File: src/rtl/max7219_msg_loader_if.sv
// Bundle between the message loader and its environment: character
// stream in, font ROM lookup, scroller RAM write port and scroller control.
// The "master" side is the environment; the loader uses the "slave" side.
interface max7219_msg_loader_if #(
  parameter int G_RAM_ADDR_WIDTH  = 8,
  parameter int G_RAM_DATA_WIDTH  = 8,
  parameter int G_FONT_ADDR_WIDTH = 11
);
  // character stream
  logic                         i_char_valid;
  logic [7:0]                   i_char;
  logic                         i_char_last;
  logic                         o_char_ready;
  // font ROM (registered read, one cycle latency)
  logic [G_FONT_ADDR_WIDTH-1:0] o_font_addr;
  logic [G_RAM_DATA_WIDTH-1:0]  i_font_data;
  // scroller
  logic                         i_scroller_busy;
  logic                         o_me;
  logic                         o_we;
  logic [G_RAM_ADDR_WIDTH-1:0]  o_addr;
  logic [G_RAM_DATA_WIDTH-1:0]  o_wdata;
  logic [G_RAM_ADDR_WIDTH-1:0]  o_ram_start_ptr;
  logic [7:0]                   o_msg_length;
  logic                         o_start_scroll;
  // status
  logic                         o_busy;
  logic                         o_overflow;

  modport master (
    output i_char_valid, i_char, i_char_last, i_font_data, i_scroller_busy,
    input  o_char_ready, o_font_addr, o_me, o_we, o_addr, o_wdata,
           o_ram_start_ptr, o_msg_length, o_start_scroll, o_busy, o_overflow
  );

  modport slave (
    input  i_char_valid, i_char, i_char_last, i_font_data, i_scroller_busy,
    output o_char_ready, o_font_addr, o_me, o_we, o_addr, o_wdata,
           o_ram_start_ptr, o_msg_length, o_start_scroll, o_busy, o_overflow
  );
endinterface

File: src/rtl/max7219_msg_loader.sv
// Message loader: takes ASCII characters, looks each one up column by
// column in an external font ROM and streams the column bytes into the
// scroller RAM, then kicks the scroller with the message start/length.
module max7219_msg_loader #(
  parameter int G_RAM_ADDR_WIDTH = 8,
  parameter int G_RAM_DATA_WIDTH = 8,
  parameter int G_COLS_PER_CHAR  = 8,
  parameter int G_RAM_BASE       = 0,
  parameter int G_MAX_CHARS      = 31
) (
  input logic                    clk,
  input logic                    rst,
  max7219_msg_loader_if.slave    bus
);

  localparam int COL_W    = (G_COLS_PER_CHAR > 1) ? $clog2(G_COLS_PER_CHAR) : 1;
  localparam int MAX_COLS = G_COLS_PER_CHAR * G_MAX_CHARS;

  localparam logic [7:0]                  COLS8      = 8'(G_COLS_PER_CHAR);
  localparam logic [7:0]                  MAX_COLS8  = 8'(MAX_COLS);
  localparam logic [COL_W:0]              PHASE_LAST = (COL_W + 1)'(G_COLS_PER_CHAR);
  localparam logic [G_RAM_ADDR_WIDTH-1:0] BASE       = G_RAM_ADDR_WIDTH'(G_RAM_BASE);
  localparam logic [G_RAM_ADDR_WIDTH-1:0] COLS_A     = G_RAM_ADDR_WIDTH'(G_COLS_PER_CHAR);

  typedef enum logic [1:0] {S_IDLE, S_LOAD, S_START} state_t;

  state_t                      state_q, state_d;
  logic [7:0]                  char_q, char_d;
  logic                        last_q, last_d;
  logic                        drop_q, drop_d;       // current char exceeds capacity
  logic                        first_q, first_d;     // next accepted char opens a message
  logic                        overflow_q, overflow_d;
  logic [G_RAM_ADDR_WIDTH-1:0] ptr_q, ptr_d;
  logic [7:0]                  count_q, count_d;     // columns stored in current message
  logic [7:0]                  msg_length_q, msg_length_d;
  logic [COL_W:0]              phase_q, phase_d;     // 0..G_COLS_PER_CHAR within LOAD

  logic                        char_ready;
  logic                        accept;
  logic [7:0]                  count_base;
  logic [8+COL_W-1:0]          font_addr;
  logic                        ram_wr;
  logic [G_RAM_ADDR_WIDTH-1:0] ram_addr;
  logic [G_RAM_DATA_WIDTH-1:0] ram_wdata;
  logic                        start_scroll;

  // The scroller may only be kept waiting on the first char of a message;
  // later chars of the same message go in regardless of its busy flag.
  assign char_ready = !rst && (state_q == S_IDLE) && (!first_q || !bus.i_scroller_busy);
  assign accept     = char_ready && bus.i_char_valid;

  // Next-state and output decode: LOAD phase p requests column p and
  // writes column p-1 (ROM data arrives one cycle after its address).
  always_comb begin
    state_d      = state_q;
    char_d       = char_q;
    last_d       = last_q;
    drop_d       = drop_q;
    first_d      = first_q;
    overflow_d   = overflow_q;
    ptr_d        = ptr_q;
    count_d      = count_q;
    msg_length_d = msg_length_q;
    phase_d      = phase_q;
    count_base   = count_q;
    font_addr    = '0;
    ram_wr       = 1'b0;
    ram_addr     = '0;
    ram_wdata    = '0;
    start_scroll = 1'b0;

    unique case (state_q)
      S_IDLE: begin
        if (accept) begin
          char_d  = bus.i_char;
          last_d  = bus.i_char_last;
          phase_d = '0;
          first_d = 1'b0;
          state_d = S_LOAD;
          if (first_q) begin
            overflow_d = 1'b0;
            ptr_d      = BASE;
            count_base = 8'd0;
          end
          count_d = count_base;
          drop_d  = (count_base >= MAX_COLS8);
          if (count_base >= MAX_COLS8) begin
            overflow_d = 1'b1;
          end
        end
      end

      S_LOAD: begin
        if (drop_q) begin
          // No room left: skip the font/RAM traffic entirely.
          if (last_q) begin
            msg_length_d = count_q;
            state_d      = S_START;
          end else begin
            state_d = S_IDLE;
          end
        end else begin
          if (phase_q != PHASE_LAST) begin
            font_addr = {char_q, phase_q[COL_W-1:0]};
          end
          if (phase_q != '0) begin
            ram_wr    = 1'b1;
            ram_addr  = ptr_q + G_RAM_ADDR_WIDTH'(phase_q - 1'b1);
            ram_wdata = G_RAM_DATA_WIDTH'(bus.i_font_data);
          end
          if (phase_q == PHASE_LAST) begin
            ptr_d   = ptr_q + COLS_A;
            count_d = count_q + COLS8;
            if (last_q) begin
              msg_length_d = count_q + COLS8;
              state_d      = S_START;
            end else begin
              state_d = S_IDLE;
            end
          end else begin
            phase_d = phase_q + 1'b1;
          end
        end
      end

      S_START: begin
        start_scroll = 1'b1;
        first_d      = 1'b1;
        state_d      = S_IDLE;
      end

      default: state_d = S_IDLE;
    endcase
  end

  // State register; reset abandons any partial message on the spot.
  always_ff @(posedge clk or posedge rst) begin
    if (rst) begin
      state_q      <= S_IDLE;
      char_q       <= '0;
      last_q       <= 1'b0;
      drop_q       <= 1'b0;
      first_q      <= 1'b1;
      overflow_q   <= 1'b0;
      ptr_q        <= BASE;
      count_q      <= '0;
      msg_length_q <= '0;
      phase_q      <= '0;
    end else begin
      state_q      <= state_d;
      char_q       <= char_d;
      last_q       <= last_d;
      drop_q       <= drop_d;
      first_q      <= first_d;
      overflow_q   <= overflow_d;
      ptr_q        <= ptr_d;
      count_q      <= count_d;
      msg_length_q <= msg_length_d;
      phase_q      <= phase_d;
    end
  end

  assign bus.o_char_ready    = char_ready;
  assign bus.o_font_addr     = font_addr;
  assign bus.o_me            = ram_wr;
  assign bus.o_we            = ram_wr;
  assign bus.o_addr          = ram_addr;
  assign bus.o_wdata         = ram_wdata;
  assign bus.o_ram_start_ptr = BASE;
  assign bus.o_msg_length    = msg_length_q;
  assign bus.o_start_scroll  = start_scroll;
  assign bus.o_busy          = (state_q != S_IDLE);
  assign bus.o_overflow      = overflow_q;

endmodule

File: src/flat_wrapper.sv
// flat-port wrapper written by rule: the top's interface ports become plain ports
module max7219_msg_loader_flat 
#(
  parameter int G_RAM_ADDR_WIDTH = 8,
  parameter int G_RAM_DATA_WIDTH = 8,
  parameter int G_COLS_PER_CHAR  = 8,
  parameter int G_RAM_BASE       = 0,
  parameter int G_MAX_CHARS      = 31
)
  (clk, rst, bus_i_char_valid, bus_i_char, bus_i_char_last, bus_i_font_data, bus_i_scroller_busy, bus_o_char_ready, bus_o_font_addr, bus_o_me, bus_o_we, bus_o_addr, bus_o_wdata, bus_o_ram_start_ptr, bus_o_msg_length, bus_o_start_scroll, bus_o_busy, bus_o_overflow);
  max7219_msg_loader_if #(.G_RAM_ADDR_WIDTH(G_RAM_ADDR_WIDTH), .G_RAM_DATA_WIDTH(G_RAM_DATA_WIDTH)) bus_i ();
  input logic clk;
  input logic rst;
  input wire logic [$bits(bus_i.i_char_valid)-1:0] bus_i_char_valid;
  input wire logic [$bits(bus_i.i_char)-1:0] bus_i_char;
  input wire logic [$bits(bus_i.i_char_last)-1:0] bus_i_char_last;
  input wire logic [$bits(bus_i.i_font_data)-1:0] bus_i_font_data;
  input wire logic [$bits(bus_i.i_scroller_busy)-1:0] bus_i_scroller_busy;
  output wire logic [$bits(bus_i.o_char_ready)-1:0] bus_o_char_ready;
  output wire logic [$bits(bus_i.o_font_addr)-1:0] bus_o_font_addr;
  output wire logic [$bits(bus_i.o_me)-1:0] bus_o_me;
  output wire logic [$bits(bus_i.o_we)-1:0] bus_o_we;
  output wire logic [$bits(bus_i.o_addr)-1:0] bus_o_addr;
  output wire logic [$bits(bus_i.o_wdata)-1:0] bus_o_wdata;
  output wire logic [$bits(bus_i.o_ram_start_ptr)-1:0] bus_o_ram_start_ptr;
  output wire logic [$bits(bus_i.o_msg_length)-1:0] bus_o_msg_length;
  output wire logic [$bits(bus_i.o_start_scroll)-1:0] bus_o_start_scroll;
  output wire logic [$bits(bus_i.o_busy)-1:0] bus_o_busy;
  output wire logic [$bits(bus_i.o_overflow)-1:0] bus_o_overflow;
  assign bus_i.i_char_valid = bus_i_char_valid;
  assign bus_i.i_char = bus_i_char;
  assign bus_i.i_char_last = bus_i_char_last;
  assign bus_i.i_font_data = bus_i_font_data;
  assign bus_i.i_scroller_busy = bus_i_scroller_busy;
  assign bus_o_char_ready = bus_i.o_char_ready;
  assign bus_o_font_addr = bus_i.o_font_addr;
  assign bus_o_me = bus_i.o_me;
  assign bus_o_we = bus_i.o_we;
  assign bus_o_addr = bus_i.o_addr;
  assign bus_o_wdata = bus_i.o_wdata;
  assign bus_o_ram_start_ptr = bus_i.o_ram_start_ptr;
  assign bus_o_msg_length = bus_i.o_msg_length;
  assign bus_o_start_scroll = bus_i.o_start_scroll;
  assign bus_o_busy = bus_i.o_busy;
  assign bus_o_overflow = bus_i.o_overflow;
  max7219_msg_loader #(.G_RAM_ADDR_WIDTH(G_RAM_ADDR_WIDTH), .G_RAM_DATA_WIDTH(G_RAM_DATA_WIDTH), .G_COLS_PER_CHAR(G_COLS_PER_CHAR), .G_RAM_BASE(G_RAM_BASE), .G_MAX_CHARS(G_MAX_CHARS)) u_core (.clk(clk), .rst(rst), .bus(bus_i));
endmodule
File: config.mk
export PLATFORM = sky130hd
export DESIGN_NAME = max7219_msg_loader_flat
export DESIGN_NICKNAME = d
export VERILOG_FILES = /design/src/rtl/max7219_msg_loader_if.sv /design/src/rtl/max7219_msg_loader.sv /design/src/flat_wrapper.sv
export SDC_FILE = /design/constraint.sdc
export NUM_CORES = 1
export LEC_CHECK = 0
export ABC_AREA = 0
export CORE_MARGIN = 2
export CORE_UTILIZATION = 45
export CTS_BUF_LIST = sky130_fd_sc_hd__clkbuf_8
export DETAILED_ROUTE_END_ITERATION = 10
export GPL_ROUTABILITY_DRIVEN = 0
export PLACE_DENSITY_LB_ADDON = 0.15
export SYNTH_ARGS = -nofsm -noshare
export SYNTH_HDL_FRONTEND = slang
export SYNTH_SLANG_ARGS = --single-unit
File: constraint.sdc
create_clock -name clk -period 3.8 [get_ports clk]
set_clock_uncertainty 0.05 [all_clocks]
set_input_delay 0.76 -clock clk [delete_from_list [all_inputs] [get_ports clk]]
set_output_delay 0.76 -clock clk [all_outputs]
set_load 0.005 [all_outputs]
==> results of run 1 <==
==> metal layers <==
| metal | wire [um] | global-route usage |
|---|---|---|
| met2 | 2130 | 0.291 |
| met5 | 0 | 0 |
| met1 | 2170 | 0.241 |
| met4 | 58 | 0.0626 |
| met3 | 198 | 0.0461 |
==> Yosys cell counts, types with 2 or more instances <==
library cell  number  share of area
xnor2_1            5          0.020
mux2_2             3          0.015
nand2_1           45          0.077
buf_4              9          0.031
xor2_1             6          0.024
buf_2              5          0.011
ha_1               9          0.051
mux2i_1            3          0.014
inv_1              9          0.015
a21oi_1            2         0.0045
o21ai_0            8          0.018
nor3b_1            4          0.014
dfrtp_1           38           0.43
nor2b_1            3         0.0085
and3_1             3         0.0085
and2_1            25          0.071
a211o_1            4          0.016
nand3_1            8          0.018
a21o_1             4          0.014
nor3_1             7          0.016
nor2_1            12          0.020
==> area by class of cell <==
cell class,instances,share of cell area
clock buffers,6,0.0277
clock inverters,2,0.0118
inverters,9,0.0113
multi-input cells,181,0.383
flip-flops and latches,39,0.328
well taps,67,0.0281
repair buffers,63,0.210
==> report_power, final <==
part | leakage, nW | internal [mW] | switching (mW) | total [mW]
clock network | 0.0612 | 0.212 | 0.143 | 0.356
logic | 0.862 | 0.666 | 0.507 | 1.17
registers | 0.499 | 0.541 | 0.122 | 0.664
==> logic make-up (layout without fill, tap and decap cells) <==
family / Yosys count / after routing / synth area share
compound gates: 25 / 25 / 0.0812
xor+xnor: 11 / 11 / 0.0437
fa+ha+maj: 9 / 9 / 0.0511
buf+inv: 24 / 80 / 0.0591
flops: 39 / 39 / 0.444
mux: 6 / 6 / 0.0290
other cells: 1 / 9 / 0.00170
simple gates: 121 / 121 / 0.290
==> worst min path at each step <==
stage	startpoint	endpoint	slack, ps	cells after the start
2_1_floorplan	u_core.char_q[0]	u_core.char_q[0]	390	2
3_3_place_gp	u_core.char_q[1]	u_core.char_q[1]	400	2
3_5_place_dp	u_core.char_q[7]	u_core.char_q[7]	400	2
4_1_cts	u_core.char_q[1]	u_core.char_q[1]	420	2
5_1_grt	u_core.count_q[0]	u_core.count_q[0]	450	1
6_report	u_core.char_q[6]	u_core.char_q[6]	420	2
==> state kept, by name, indices dropped and copies added (netlist names) <==
signal / cells
u_core.char_q: 8
u_core.count_q: 8
u_core.first_q: 1
u_core.phase_q: 4
u_core.ptr_q: 5
u_core.drop_q: 1
u_core.state_q: 2
u_core.last_q: 1
u_core.bus.o_msg_length: 8
u_core.bus.o_overflow: 1
==> what timing repair did <==
| item | CTS | global route |
|---|---|---|
| resized for setup | 1 | 2 |
| gates cloned | 0 | 0 |
| endpoints found under the setup margin | 2 | 2 |
| setup buffers | 0 | 1 |
==> critical path: stages (launching register included) <==
cell and delay (ps):
dfrtp_1 450, inv_1 90, ha_1 250, nor3b_4 170, buf_4 150, ha_1 300
a21o_1 190, a31o_2 210, xnor2_1 120, nor2_1 80, clkdlybuf4s50_1 500
==> run metrics, run 1 <==
status finished, final reports clean; Hold/Removal Path Class flop to flop; DP HPWL 3280 um; setup tns final 0 ps; Total Routing Usage GR 0.181; Seq/Total Area, Yosys 0.444; Reg-to-Reg End u_core.bus.o_msg_length[1]; Die Ht 74.0 um; Worst setup SP type flop; layout filler cell count 405; commonest non-fill, non-tap cell in the layout clkdlybuf4s50_1; TritonCTS clock tree yes; Placed Cells 358; storage element area 977 um2; Critical Path RT 2990 ps; final worst slack 194 ps; Die X 74.0 um; clk slew on worst S/H paths 80 ps; Post-Syn Instances 236; global-route wire length before repair 7660 um; Fin. Hold Viols 0; multi-input logic area 1140 um2; RSZ-0062 raised after global routing false; DR iter-0 viols 70; Leak Pwr 1.42 nW; Max Slew Vio Count 0; Layout Nets 329; r2r worst-path depth 5; Seq cells post-synth 39; DRT antenna net count 0; # DRC 0; dpl ws 215 ps; insertion delay to the later sink of the worst-skew pair 290 ps; Synth Flop Type dfrtp_1; synth unique cells 45; Ports 70; worst-margin pin slew 615 ps; Initial Utilization 0.466; CTS Sinks 39; GRT Residual Overflow 0; initial antenna violation count 0; # diodes 0; Pwr Total 2.19 mW; area delta synth->final 35.3%; fraction of layout cells with a size suffix above 1 0.0800; fin cells 367; CP endpoint kind primary output; full die area 5470 um2; Worst EP arrival 2800 ps; CTS root buf clkbuf_8; worst hold slack 420 ps; via/cell ratio 4.79; Vias 1758; Max Cap Viol 0; hold-fix buffers at CTS 0; pwr dens 736 nW/um2; Synth Cell Area 2200 um2; final core occ 0.631; Post-synth ARST share 1.00; Max VDD drop 500 uV; row cnt 25; final instance area 2980 um2; worst reg2reg startpoint u_core.phase_q[0]; CP endpoint bus_o_addr[7]; crit share post-route 0.949; Max-slew headroom 0.589; DR pass1 iterations 4; R2R setup slack 1580 ps; final setup vio count 0; wire length per cell 12.4 um; CTS H-tree depth 2; Crit Path Class flop to primary output; most frequent cells in the layout 61 x clkdlybuf4s50_1, 45 x nand2_1, 38 x dfrtp_1; Max FO, Critical Path 7; max frequency 277 MHz; I/O Buffers 61; Core Region 4720 um2; Avg Cell Area, Syn 9.33 um2; Min Clock Period, post-route 3610 ps; WL final 4560 um; Yosys warnings 0; crit path from u_core.phase_q[0]; largest net degree at the start of global routing 26; Max Root-Sink Buffers 2; total CTS buffers 5; vias in the first global route 1672; Post-DP Area 2840 um2; number of synthesized flops with an enable pin 0
Note: power is estimated with default switching activity, not from simulation.
==> inputs of run 2 (changes only) <==
--- a/config.mk
+++ b/config.mk
@@ -8,7 +8,6 @@
 export ABC_AREA = 0
 export CORE_MARGIN = 2
 export CORE_UTILIZATION = 45
-export CTS_BUF_LIST = sky130_fd_sc_hd__clkbuf_8
 export DETAILED_ROUTE_END_ITERATION = 10
 export GPL_ROUTABILITY_DRIVEN = 0
 export PLACE_DENSITY_LB_ADDON = 0.15
==> results of run 2 <==
The final DEF is identical to that of run 1; final timing and power are the same.
==> inputs of run 3 (changes only) <==
--- a/config.mk
+++ b/config.mk
@@ -8,6 +8,7 @@
 export ABC_AREA = 0
 export CORE_MARGIN = 2
 export CORE_UTILIZATION = 45
+export CTS_CLUSTER_DIAMETER = 50
 export DETAILED_ROUTE_END_ITERATION = 10
 export GPL_ROUTABILITY_DRIVEN = 0
 export PLACE_DENSITY_LB_ADDON = 0.15
==> results of run 3 <==
The final DEF is identical to that of run 1; final timing and power are the same.
